<file path="src/rtl/controle_obstaculos.sv">
// Per-frame obstacle scheduler: scrolls NUM_OBST line slots during vertical blanking.
// Optional random respawn (LFSR-driven x and length) is enabled with `define OBST_ALEATORIO_EN.
module controle_obstaculos #(
  parameter int NUM_OBST  = 4,
  parameter int VEL       = 2,
  parameter int COMPR_MIN = 64,
  parameter int LARGURA   = 8,
  parameter int Y_LIMITE  = 480
) (
  input  logic                    VGA_clk,
  input  logic                    reset_n,
  input  logic [9:0]              xCol,
  input  logic [8:0]              yRow,
  input  logic                    enable,
  output logic [10*NUM_OBST-1:0]  obst_x,
  output logic [9*NUM_OBST-1:0]   obst_y,
  output logic [10*NUM_OBST-1:0]  obst_comp,
  output logic [4:0]              obst_larg,
  output logic                    atualizando,
  output logic                    atualizado,
  output logic [7:0]              contador_frames
);

  localparam logic [9:0] Y_LIM_10  = 10'(Y_LIMITE);
  localparam logic [8:0] Y_LIM_9   = 9'(Y_LIMITE);
  localparam logic [9:0] VEL_10    = 10'(VEL);
  localparam logic [9:0] COMP_BASE = 10'(COMPR_MIN);
  localparam logic [2:0] IDX_LAST  = 3'(NUM_OBST - 1);
  localparam int         X_PASSO   = 640 / NUM_OBST;
  localparam int         Y_PASSO   = Y_LIMITE / NUM_OBST;

  typedef enum logic [1:0] {
    ESPERA   = 2'd0,
    ATUALIZA = 2'd1,
    FIM      = 2'd2
  } estado_t;

  estado_t    estado_q;
  logic [2:0] idx_q;
  logic       atualizando_q;
  logic       atualizado_q;
  logic [7:0] contador_q;

  // Edge-detect the frame condition so a multi-cycle match yields one tick.
  logic cond_d, cond_q, tick;
  assign cond_d = (yRow == Y_LIM_9) && (xCol == 10'd0);
  assign tick   = cond_d && !cond_q;

  always_ff @(posedge VGA_clk or negedge reset_n) begin
    if (!reset_n) begin
      cond_q <= 1'b0;
    end else begin
      cond_q <= cond_d;
    end
  end

  always_ff @(posedge VGA_clk or negedge reset_n) begin
    if (!reset_n) begin
      estado_q      <= ESPERA;
      idx_q         <= 3'd0;
      atualizando_q <= 1'b0;
      atualizado_q  <= 1'b0;
      contador_q    <= 8'd0;
    end else begin
      atualizado_q <= 1'b0;
      case (estado_q)
        ESPERA: begin
          if (tick && enable) begin
            estado_q      <= ATUALIZA;
            idx_q         <= 3'd0;
            atualizando_q <= 1'b1;
          end
        end
        ATUALIZA: begin
          if (idx_q == IDX_LAST) begin
            estado_q      <= FIM;
            atualizando_q <= 1'b0;
            atualizado_q  <= 1'b1;
            contador_q    <= contador_q + 8'd1;
          end else begin
            idx_q <= idx_q + 3'd1;
          end
        end
        FIM: begin
          estado_q <= ESPERA;
        end
        default: begin
          estado_q      <= ESPERA;
          atualizando_q <= 1'b0;
        end
      endcase
    end
  end

  logic upd_en;
  assign upd_en = (estado_q == ATUALIZA);

`ifdef OBST_ALEATORIO_EN
  // Fibonacci LFSR, taps 16/14/13/11, free-running whenever out of reset.
  logic [15:0] lfsr_q;
  logic        lfsr_fb;
  logic [9:0]  rnd_x;
  logic [9:0]  rnd_comp;
  assign lfsr_fb  = lfsr_q[15] ^ lfsr_q[13] ^ lfsr_q[12] ^ lfsr_q[10];
  assign rnd_x    = {1'b0, lfsr_q[8:0]};
  assign rnd_comp = COMP_BASE + {3'b000, lfsr_q[15:9]};

  always_ff @(posedge VGA_clk or negedge reset_n) begin
    if (!reset_n) begin
      lfsr_q <= 16'hACE1;
    end else begin
      lfsr_q <= {lfsr_q[14:0], lfsr_fb};
    end
  end
`endif

  genvar gi;
  generate
    for (gi = 0; gi < NUM_OBST; gi++) begin : g_slot
      localparam logic [9:0] X_INI = 10'(gi * X_PASSO);
      localparam logic [8:0] Y_INI = 9'(gi * Y_PASSO);

      logic [8:0] y_q, y_d;
      logic [9:0] x_q, x_d;
      logic [9:0] comp_q, comp_d;
      logic [9:0] soma;
      logic [9:0] next_x;
      logic [9:0] next_comp;
      logic       sel;

`ifdef OBST_ALEATORIO_EN
      assign next_x    = rnd_x;
      assign next_comp = rnd_comp;
`else
      assign next_x    = X_INI;
      assign next_comp = COMP_BASE;
`endif

      assign sel  = upd_en && (idx_q == 3'(gi));
      // Sum is kept at 10 bits so y near 511 cannot alias below the limit.
      assign soma = {1'b0, y_q} + VEL_10;

      always_comb begin
        y_d    = y_q;
        x_d    = x_q;
        comp_d = comp_q;
        if (sel) begin
          if (soma < Y_LIM_10) begin
            y_d = soma[8:0];
          end else begin
            y_d    = 9'd0;
            x_d    = next_x;
            comp_d = next_comp;
          end
        end
      end

      always_ff @(posedge VGA_clk or negedge reset_n) begin
        if (!reset_n) begin
          y_q    <= Y_INI;
          x_q    <= X_INI;
          comp_q <= COMP_BASE;
        end else begin
          y_q    <= y_d;
          x_q    <= x_d;
          comp_q <= comp_d;
        end
      end

      assign obst_x[10*gi +: 10]    = x_q;
      assign obst_y[9*gi +: 9]      = y_q;
      assign obst_comp[10*gi +: 10] = comp_q;
    end
  endgenerate

  assign obst_larg       = 5'(LARGURA);
  assign atualizando     = atualizando_q;
  assign atualizado      = atualizado_q;
  assign contador_frames = contador_q;

endmodule

</file>
<file path="config.mk">
export PLATFORM = sky130hd
export DESIGN_NAME = controle_obstaculos
export DESIGN_NICKNAME = d
export VERILOG_FILES = /design/src/rtl/controle_obstaculos.sv
export SDC_FILE = /design/constraint.sdc
export NUM_CORES = 1
export LEC_CHECK = 0
export CORE_MARGIN = 4
export CORE_UTILIZATION = 43
export CTS_CLUSTER_SIZE = 30
export DETAILED_ROUTE_END_ITERATION = 16
export PLACE_DENSITY_LB_ADDON = 0.1
export SLEW_MARGIN = 10
export SYNTH_ARGS = -nofsm -noshare
export SYNTH_HDL_FRONTEND = slang
export SYNTH_SLANG_ARGS = --single-unit
</file>
<file path="constraint.sdc">
create_clock -name VGA_clk -period 2.38 [get_ports VGA_clk]
set_clock_uncertainty 0.2 [all_clocks]
set_input_delay 0.238 -clock VGA_clk [delete_from_list [all_inputs] [get_ports VGA_clk]]
set_output_delay 0.238 -clock VGA_clk [all_outputs]
set_load 0.01 [all_outputs]
</file>
Yosys cells after proc, flatten, opt, wreduce, memory -nomap -nowiden
Cells that the tools add are included.
{ "classes": {"n_addsub": 6, "order_cmp": 4, "n_eq_ne": 9, "muxes": 15, "n_bitwise": 1, "n_reduce_logical": 16} }
{ "ops": {"columns": ["cell", "count"], "rows": [
  ["$add A9 B2 Y10 const B", 4],
  ["$lt A10 B9 Y1 const B", 4],
  ["$mux W9", 4],
  ["$logic_not A10 Y1", 1],
  ["$eq A9 B9 Y1 const B", 1],
  ["$add A8 B1 Y8 const B", 1],
  ["$logic_and A1 B1 Y1", 7],
  ["$eq A3 B2 Y1 const B", 2],
  ["$mux W3", 2],
  ["$pmux W3 S2", 1],
  ["$reduce_and A3 Y1", 2],
  ["$mux W1", 4],
  ["$mux W2", 2],
  ["$ne A2 B2 Y1 const B", 2],
  ["$pmux W2 S2", 1],
  ["$reduce_and A2 Y1", 2],
  ["$add A3 B1 Y3 const B", 1],
  ["$eq A3 B1 Y1 const B", 1],
  ["$logic_not A3 Y1", 1],
  ["$pmux W1 S3", 1],
  ["$eq A2 B1 Y1 const B", 1],
  ["$eq A2 B2 Y1 const B", 1],
  ["$logic_not A2 Y1", 1],
  ["$ne A2 B1 Y1 const B", 1],
  ["3 further kinds", 3]
]} }
{ "word_totals": {"reg_bits": 52, "output_inout_bits": 131, "wordCells": 61} }

Depth between registers and ports, before layout
Gate-level depths: netlist (run 1).
{ "depth": {"depth_word": 6, "mapped_depth": 8} }

Least setup slack after synthesis (run 1)
No wires, ideal clock.
{ "synth_path": {"path_kind": "register to register", "start": "register g_slot[1].y_q[1]", "end": "register g_slot[1].y_q[6]", "setup_ns": 0.096, "arrival_time_ns": 1.586, "slack_ns": 0.498, "path_stages_with_launch": 6, "cell_sequence": "dfrtp_1 -> ha_1 -> and3_1 -> a22oi_1 -> a21oi_2 -> o32ai_1"} }
{ "synth_between": {"elab_chain_len": 3} }
{ "synth_lines": {"columns": ["element", "line_no", "text"], "rows": [
  ["start: declaration", "123", "logic [8:0] y_q, y_d;"],
  ["start signal: assignment", "164", "y_q <= y_d;"],
  ["$add A9 B2 Y10 *", "141", "assign soma = {1'b0, y_q} + VEL_10;"],
  ["$lt A10 B9 Y1", "148", "if (soma < Y_LIM_10) begin"],
  ["$mux W9 *", "148", null]
]} }
Every way passes the cells marked *; elsewhere a longest branch is shown, timed or not.
A chain may end at the register's enable or synchronous reset.

Final worst setup path (run 1)
{ "layout_path": {"start": "register g_slot[1].y_q[3]", "end": "register g_slot[1].y_q[1]"} }
{ "layout_between": {"elab_chain_len": 3} }
{ "layout_lines": {"columns": ["element", "line_no"], "rows": [
  ["$add A9 B2 Y10", "141"],
  ["$lt A10 B9 Y1", "148"],
  ["$mux W9", "148"]
]} }
Every way passes these cells.

==> results, run 1 <==
- The repair_antennas step left the layout with diodes totalling 0.
- The largest stage delay on the critical path is 0.59 ns.
- The layout overhead on the synthesized area is 13.42%.
- In the final layout, the share of cells above drive strength 1 is 9.013%.
- In the final routed layout, each cell accounts on average for 12.86 um.
- The signal on the critical path passes through nand4_1 -> or3_4 -> a21oi_2 -> o21ai_0.
- For this design, the sink count on the clock tree is 48.
- The top-level I/O count is 153.
- Global routing consumed, on the met1 layer, 19.33% of the routing resources.
- The number of endpoints with negative hold slack in the final report was 0.
- The endpoint identified for the worst register-to-register timing path is g_slot[1].y_q[1].
- The mean instance size in the synthesized netlist is 8.817 um2.
- The routed layout has 2817 vias.
- The commonest cells after synthesis are buf_4, nand2_1, dfrtp_1, o21ai_0, nand4_1.
- The initial antenna violation count is 0.
- After global routing the overflow that remains totals 0.
- The count of cells in the finished layout, fillers not included, comes to 571.
- Before CTS, the worst setup slack after placement is 0.2700 ns.
- The number of routed nets with antenna violations is 0.
- The share of flip-flops with an asynchronous set or reset is 100.0%.
- The internal power of the cells is 0.001089 W.
- The port buffer count is 63.
- The number of failing setup endpoints in the final timing report is 0.
- The number of placement rows is 33.
- The run finished with clean final reports.
- Counting flops with a built-in enable in the synthesized netlist gives 0.
- The synthesized design contains 48 register bits.
- The count of pins over their slew limit is 0.
- The total wirelength of the detailed-routed design is 7344 um.
- The share of synthesized area in the top cell type comes to 25.10%.
- The launch point of the worst hold path is contador_frames[7].
- The sum of buffers and inverters on the critical path is 0.
- The clock network power share is 35.5%.
- For this design the total switching power over the nets is 0.0003661 W.
- For this run, the number of Yosys warnings is 0.
- Synthesis produced 407 cells.
- Once the floorplan was initialized, standard cells occupied 43.89% of the core.
- The global routing usage summed across all routing layers is 14.28%.
- The pre-antenna-repair detailed-routing pass consisted of 4 iterations.
- Of the synthesized area, sequential elements account for 33.89%.
- The finished cells cover 4070 um2.
- The die covers 9870 um2.
- The worst path uses 87.08% of the clock period.
- TritonCTS built the clock tree.
- The upper clock frequency limit is 482.5 MHz.
- The cell total after placement is 562.
- The die is 99.35 um wide.
- The hold-critical path endpoint is contador_frames[7].
- At the end of routability-driven placement, the weighted congestion stood at 0.7830.
- The number of instances resized during post-cts repair is 0.
- The post-layout net count is 497.
- The H-tree generated during clock tree synthesis spans 2 levels.
- The global-route wire length before repair is 11990 um.
- Setup repair after global routing left no endpoint under its margin.
- The transition time at the pin with the least slew margin is 0.6180 ns.
- The global routing met2 resource utilization is 23.50%.
- The estimated wirelength of the detail-placed design is 5564 um.
- The max-capacitance violation count is 0.
- The number of global-route vias before repair is 2570.
- For this design, the slowest cell found on the critical path is dfstp_2.
- By area the synthesized netlist is led by dfrtp_1, buf_4, dfstp_2.
- The clock reaches the later pin of the worst-skew pair after 0.30 ns.
- Of all nets on the critical path, the largest fanout is 8.
- The core footprint is 8175 um2.
- In this run the most used layer during global routing was met2.
- The category of the critical setup timing path is flip-flop to flip-flop.
- The worst setup path is launched from a flip-flop.
- In this run the deepest clock path goes through 2 buffers.
- The number of library cell types mapped by synthesis is 69.
- In this run, the number of DRC markers left after iteration 0 of detailed routing was 130.
- The hold path depth is 1.
- Measured in cells, the most critical reg-to-reg path has a length of 4.
- The sequential share of power is 56.1%.
- The peak ir drop on the vdd network is 179.8 uV.
- For the final routed database, the setup TNS stands at 0 ns.
- Entering global routing, the biggest net connects 29 pins.
- The reported leakage power is 1.766 nW.
- The startpoint identified for the worst register-to-register timing path is g_slot[1].y_q[3].
- The met3 global-route usage is 3.296%.
- Setup slack on the worst reg-to-reg path comes out at 0.31 ns.
- The kind of path behind the tightest hold check is flip-flop to flip-flop.
- The most frequently used flop master after synthesis is dfrtp_1.
- The worst path arrival time is 2.05 ns.
- The worst-case setup margin in the final layout is 0.3076 ns.
- After detailed routing, the number of vias per cell comes to 4.933.
- The clock transition at the register clock pins on the worst setup and hold paths after CTS is 0.09 ns.
- Of the total power, the share spent switching nets is 25.17%.
- The endpoint class of the critical path is a flip-flop.
- The die span in y is 99.35 um.
- TritonCTS created 5 clock buffers.
- In this run the tightest slew margin relative to its limit is 58.80%.
- buf_4 is the most common cell in the netlist.
- In the routed design, unresolved DRC markers number 0.
- The power density over the cells is 357.4 nW/um2.
- The worst path in the final design needs a cycle of 2.072 ns, including I/O delays and setup.
- The biggest area consumer among synthesized cells is dfrtp_1.
- The part of the power in combinational logic is 8.4%.
- The mapped netlist covers 3588 um2.
- For the worst setup path, the data required time is 2.36 ns.
- After detailed placement, the total cell area comes to 3964 um2.
- Grouping stages by cell kind, the critical path spends the most delay in simple AND/OR/NAND/NOR gates.
- The tree is rooted in a clkbuf_8.
power by group through the flow:
| stage | Sequential (W) | Combinational (W) | Clock (W) |
|---|---|---|---|
| global placement | 0.000832 | 0.000118 | 0 |
| floorplan | 0.000832 | 0.000174 | 0 |
| detailed placement | 0.000832 | 0.000119 | 0 |
| CTS | 0.000816 | 0.000120 | 0.000546 |
| finish | 0.000816 | 0.000122 | 0.000516 |
| global route | 0.000817 | 0.000137 | 0.000578 |
state kept, by name, summed over array words and instances (netlist names):
signal	cells
g_slot.y_q	32
contador_frames	8
idx_q	3
estado_q	2
atualizado	1
atualizando	1
cond_q	1
area by class of cell:
cell class                 count  area (um2)
fill                         794        4105
multi-input combinational    327        1893
sequential                    48        1216
timing repair buffer          71       688.2
tap                          105       131.4
clock buffer                   6       82.58
inverter                      12       45.04
clock inverter                 2       13.76
how the worst max path moves through the flow:
stage                     startpoint          endpoint  slack (ns)  cells after the start
floorplan           g_slot[1].y_q[1]  g_slot[1].y_q[6]        0.50                      5
global placement             xCol[1]          idx_q[2]        0.29                      5
detailed placement           yRow[1]          idx_q[2]        0.27                      4
CTS                 g_slot[1].y_q[3]  g_slot[1].y_q[1]        0.30                      4
global route        g_slot[1].y_q[4]  g_slot[1].y_q[1]        0.15                      4
finish              g_slot[1].y_q[3]  g_slot[1].y_q[1]        0.31                      4
metrics by stage:
stage                      power, W  hold slack (ns)  utilization (%)
after detailed placement  0.0009501          0.09844            48.48
after global routing       0.001531           0.3209            49.79
final                      0.001455           0.2783            49.79
after CTS                  0.001482           0.2856            49.79
after floorplan            0.001005          -0.2576                -
after global placement    0.0009494          0.09604            48.48
cells in the final DEF, fill, tap and decap left out, types with 4 or more instances in the layout:
cell type        instances
xnor2_1                  7
a21o_1                   4
clkdlybuf4s50_1         62
ha_1                    10
nor3_1                   5
nand3b_1                 5
a31oi_1                  6
dfstp_2                 12
conb_1                  89
dfrtp_1                 36
o41ai_1                  4
and3_1                   7
clkbuf_8                 6
buf_4                    7
o22ai_1                  5
nand4_1                 16
nand2_1                 49
o21ai_0                 21
nor4_1                   4
inv_1                   12
or3_1                    4
a21oi_1                  9
nor2_1                   8
nand3_1                 13
logic make-up after synthesis:
| group | count (synthesis) | share of synthesized area [%] |
|---|---|---|
| other | 2 | 0.2093 |
| AND/OR/NAND/NOR | 138 | 21.83 |
| adder cells (fa/ha/maj) | 10 | 3.487 |
| AO/OA/AOI/OAI | 77 | 14.64 |
| buffers and inverters | 119 | 22.45 |
| multiplexers | 5 | 1.534 |
| flip-flops | 48 | 33.89 |
| XOR/XNOR | 8 | 1.953 |
worst reg2reg max path, delay by kind of cell, from the launching register on:
family,cells,cell delay [ns]
flops,1,0.59
simple gates,2,0.78
compound gates,2,0.38
repair_timing:
item	CTS	global route
endpoints found under the hold margin	23	0
hold buffers	1	0
setup buffers	0	0
endpoints found under the setup margin	0	0
metal layers:
metal  vias to the layer above  wire, um
met4                         0        25
met2                        79      3545
met5                         -         0
met3                         2       453
met1                      1349      3321
li1                       1387         -
Power figures use the tool's default switching activity.
==> run 2: changes to the inputs <==
RECOVER_POWER = 50   (was default)
==> run 2 against run 1 <==
  * Combinational power is essentially flat
  * Worst hold slack got worse by 0.0065 ns
  * Non-clock buffer count stayed put
  * Clock power about the same
  * Power is 0.16% lower
  * Count of clock-buffer cells in the layout unchanged
  * Sequential cell count stayed put
  * Final area is 0.37% lower
  * Critical path type unchanged
  * Critical endpoint is now g_slot[3].y_q[4]
==> results, run 2 (synthesis results as in run 1) <==
- Once the floorplan was initialized, standard cells occupied 43.89% of the core.
- Leaving out fill and tap cells, the most frequent cell in the layout is conb_1.
- The iteration count of the initial detailed-routing pass is 4.
- The detail route stage leaves a number of antenna-violating nets equal to 0.
- In this run, post-CTS repair resized a total of 0 instances.
- The floorplan has 33 rows.
- The die area is 9870 um2.
- Setup repair after global routing left no endpoint under its margin.
- The die span in y is 99.35 um.
- The final worst-path cycle share is 87.87%.
- The H-tree depth reported by CTS is 2.
- Clock tree synthesis selected as its root buffer the cell clkbuf_8.
- Leaving out fill and tap cells, the most frequent cells in the layout are conb_1, nand2_1, clkdlybuf4s50_1.
- Clock-pin slew was measured on the worst setup and hold paths at 0.09 ns.
- Buffers inserted during clock tree synthesis total 5.
- For this design the top-level I/O count stands at 153.
- The overall die width is 99.35 um.
- The worst path meets setup with 0.2888 ns of slack.
- The routability congestion estimate is 0.7830.
- Dividing the detail-routed via count by the number of cells gives 4.954.
- The first global-routing pass estimated 11990 um of wire.
- The worst-path maximum fanout is 13.
- For this design the ratio of total power to cell area is 358.2 nW/um2.
- The flow ran to the end, and the final reports show no timing, DRC or antenna violations.
- The core footprint is 8175 um2.
- The clock tree from TritonCTS is yes.
- The DRC violations left is 0.
- The number of diodes is 0.
- Measured against its own limit, the worst slew margin works out to 56.22%.
- The number of global-route vias before repair is 2570.
- The upper clock frequency limit is 478.2 MHz.
- The post-route netlist has 7.940% of its cells at a drive strength greater than 1.
- The slowest stage of the critical path is the clkbuf_1 cell.
- The category of the critical setup timing path is flip-flop to flip-flop.
- Entering global routing, the biggest net connects 29 pins.
- The initial antenna violation count came to 0.
- The path class of the tightest hold or removal check is flip-flop to flip-flop.
- The port buffer count is 63.
- The startpoint type of the worst setup path is a flip-flop.
- The total wirelength of the detailed-routed design is 7308 um.
- The global routing usage summed across all routing layers is 14.28%.
- The count of pins over their slew limit is 0.
- For this block, the initial DRC count from the detailed router was 161.
- The post-layout net count is 497.
- The number of endpoints with negative hold slack in the final report is 0.
- The library cell appearing most often on the critical path is ha_1.
- The clock passes through at most 2 buffers.
- The peak ir drop on the vdd network is 179.6 uV.
- The data required time of the critical path is 2.39 ns.
- The estimated wirelength of the detail-placed design is 5564 um.
- The number of fill cells is 797.
- The max-capacitance violation count is 0.
- The worst setup slack before clock tree synthesis is 0.2700 ns.
- The vias after detailed routing is 2829.
- The final sum of negative setup slack is 0 ns.
- The register with the most flip-flops in the layout has 32 of them.
- The number of failing setup endpoints in the final timing report is 0.
- The total global routing overflow is 0.
- STA puts the critical path data arrival time at 2.10 ns.
- After detailed routing, the average wire length per cell comes to 12.80 um.
- The clock period could shrink to 2.091 ns.
- The tightest hold margin is 0.2718 ns.
- For the pin with the worst max-slew slack, the measured transition is 0.6567 ns.
- The signal on the critical path passes through ha_1 -> ha_1 -> nand3b_1 -> clkbuf_1 -> o221ai_1 -> o31ai_1.
- The reported leakage power is 1.812 nW.
- The layout overhead on the synthesized area is 13.01%.
- The largest stage delay on the critical path is 0.49 ns.
- The register with the most flip-flops in the final layout is g_slot.y_q.
- The clock reaches the later pin of the worst-skew pair after 0.30 ns.
- Measured on the finished design, the core utilization comes to 49.60%.
- The endpoint class of the critical path is a flip-flop.
- The clock drives 48 sinks.
==> run 2: worst paths after layout <==
check	startpoint	to	slack, ns	depth (start not counted)
max in group asynchronous	reset_n	g_slot[2].y_q[2]	0.69	3
worst min register to register	contador_frames[7]	contador_frames[7]	0.27	1
worst min-delay path	contador_frames[7]	contador_frames[7]	0.27	1
worst max-delay path	idx_q[0]	g_slot[3].y_q[4]	0.29	6
min in group asynchronous	reset_n	idx_q[1]	0.29	2
worst max register to register	idx_q[0]	g_slot[3].y_q[4]	0.29	6
==> run 2: worst max-delay path: cells and delay by family (launching register included) <==
| family | cells | cell delay (ns) |
|---|---|---|
| buf+inv | 1 | 0.49 |
| fa+ha+maj | 2 | 0.45 |
| flops | 1 | 0.44 |
| compound gates | 2 | 0.30 |
| simple gates | 1 | 0.13 |
==> run 2: what timing repair did <==
item / 4_1_cts / 5_1_grt
buffers inserted: 0 / 0
endpoints found under the hold margin: 23 / 0
hold buffers: 1 / 0
==> run 2: final cells by class <==
cell class / count / area [um2] / share of cell area (%)
Multi-Input combinational cell: 327 / 1893 / 46.68
Sequential cell: 48 / 1216 / 29.99
Timing Repair Buffer: 71 / 673.1 / 16.60
Tap cell: 105 / 131.4 / 3.240
Clock buffer: 6 / 82.58 / 2.036
Inverter: 12 / 45.04 / 1.111
Clock inverter: 2 / 13.76 / 0.3394
==> run 2: metal layers <==
layer	part of all wire, %	global-route usage, %	routed length [um]
met4	0.34	2.836	25
met1	45	19.33	3258
met3	6.3	3.296	461
met5	0	0	0
met2	49	23.50	3563
==> run 2: power breakdown <==
part	switching, W	leakage, nW	total, W	internal [W]
Clock	0.000278	0.0516	0.000516	0.000238
Combinational	0.0000876	1.15	0.000120	0.0000326
Sequential	0.000000179	0.611	0.000816	0.000816
==> run 2: through the flow <==
step | power, W | std cells | area (um2)
after floorplan | 0.001005 | 494 | 3915
after global placement | 0.0009494 | 562 | 3964
after detailed placement | 0.0009501 | 562 | 3964
after CTS | 0.001482 | 571 | 4070
after global routing | 0.001529 | 571 | 4055
final | 0.001452 | 571 | 4055
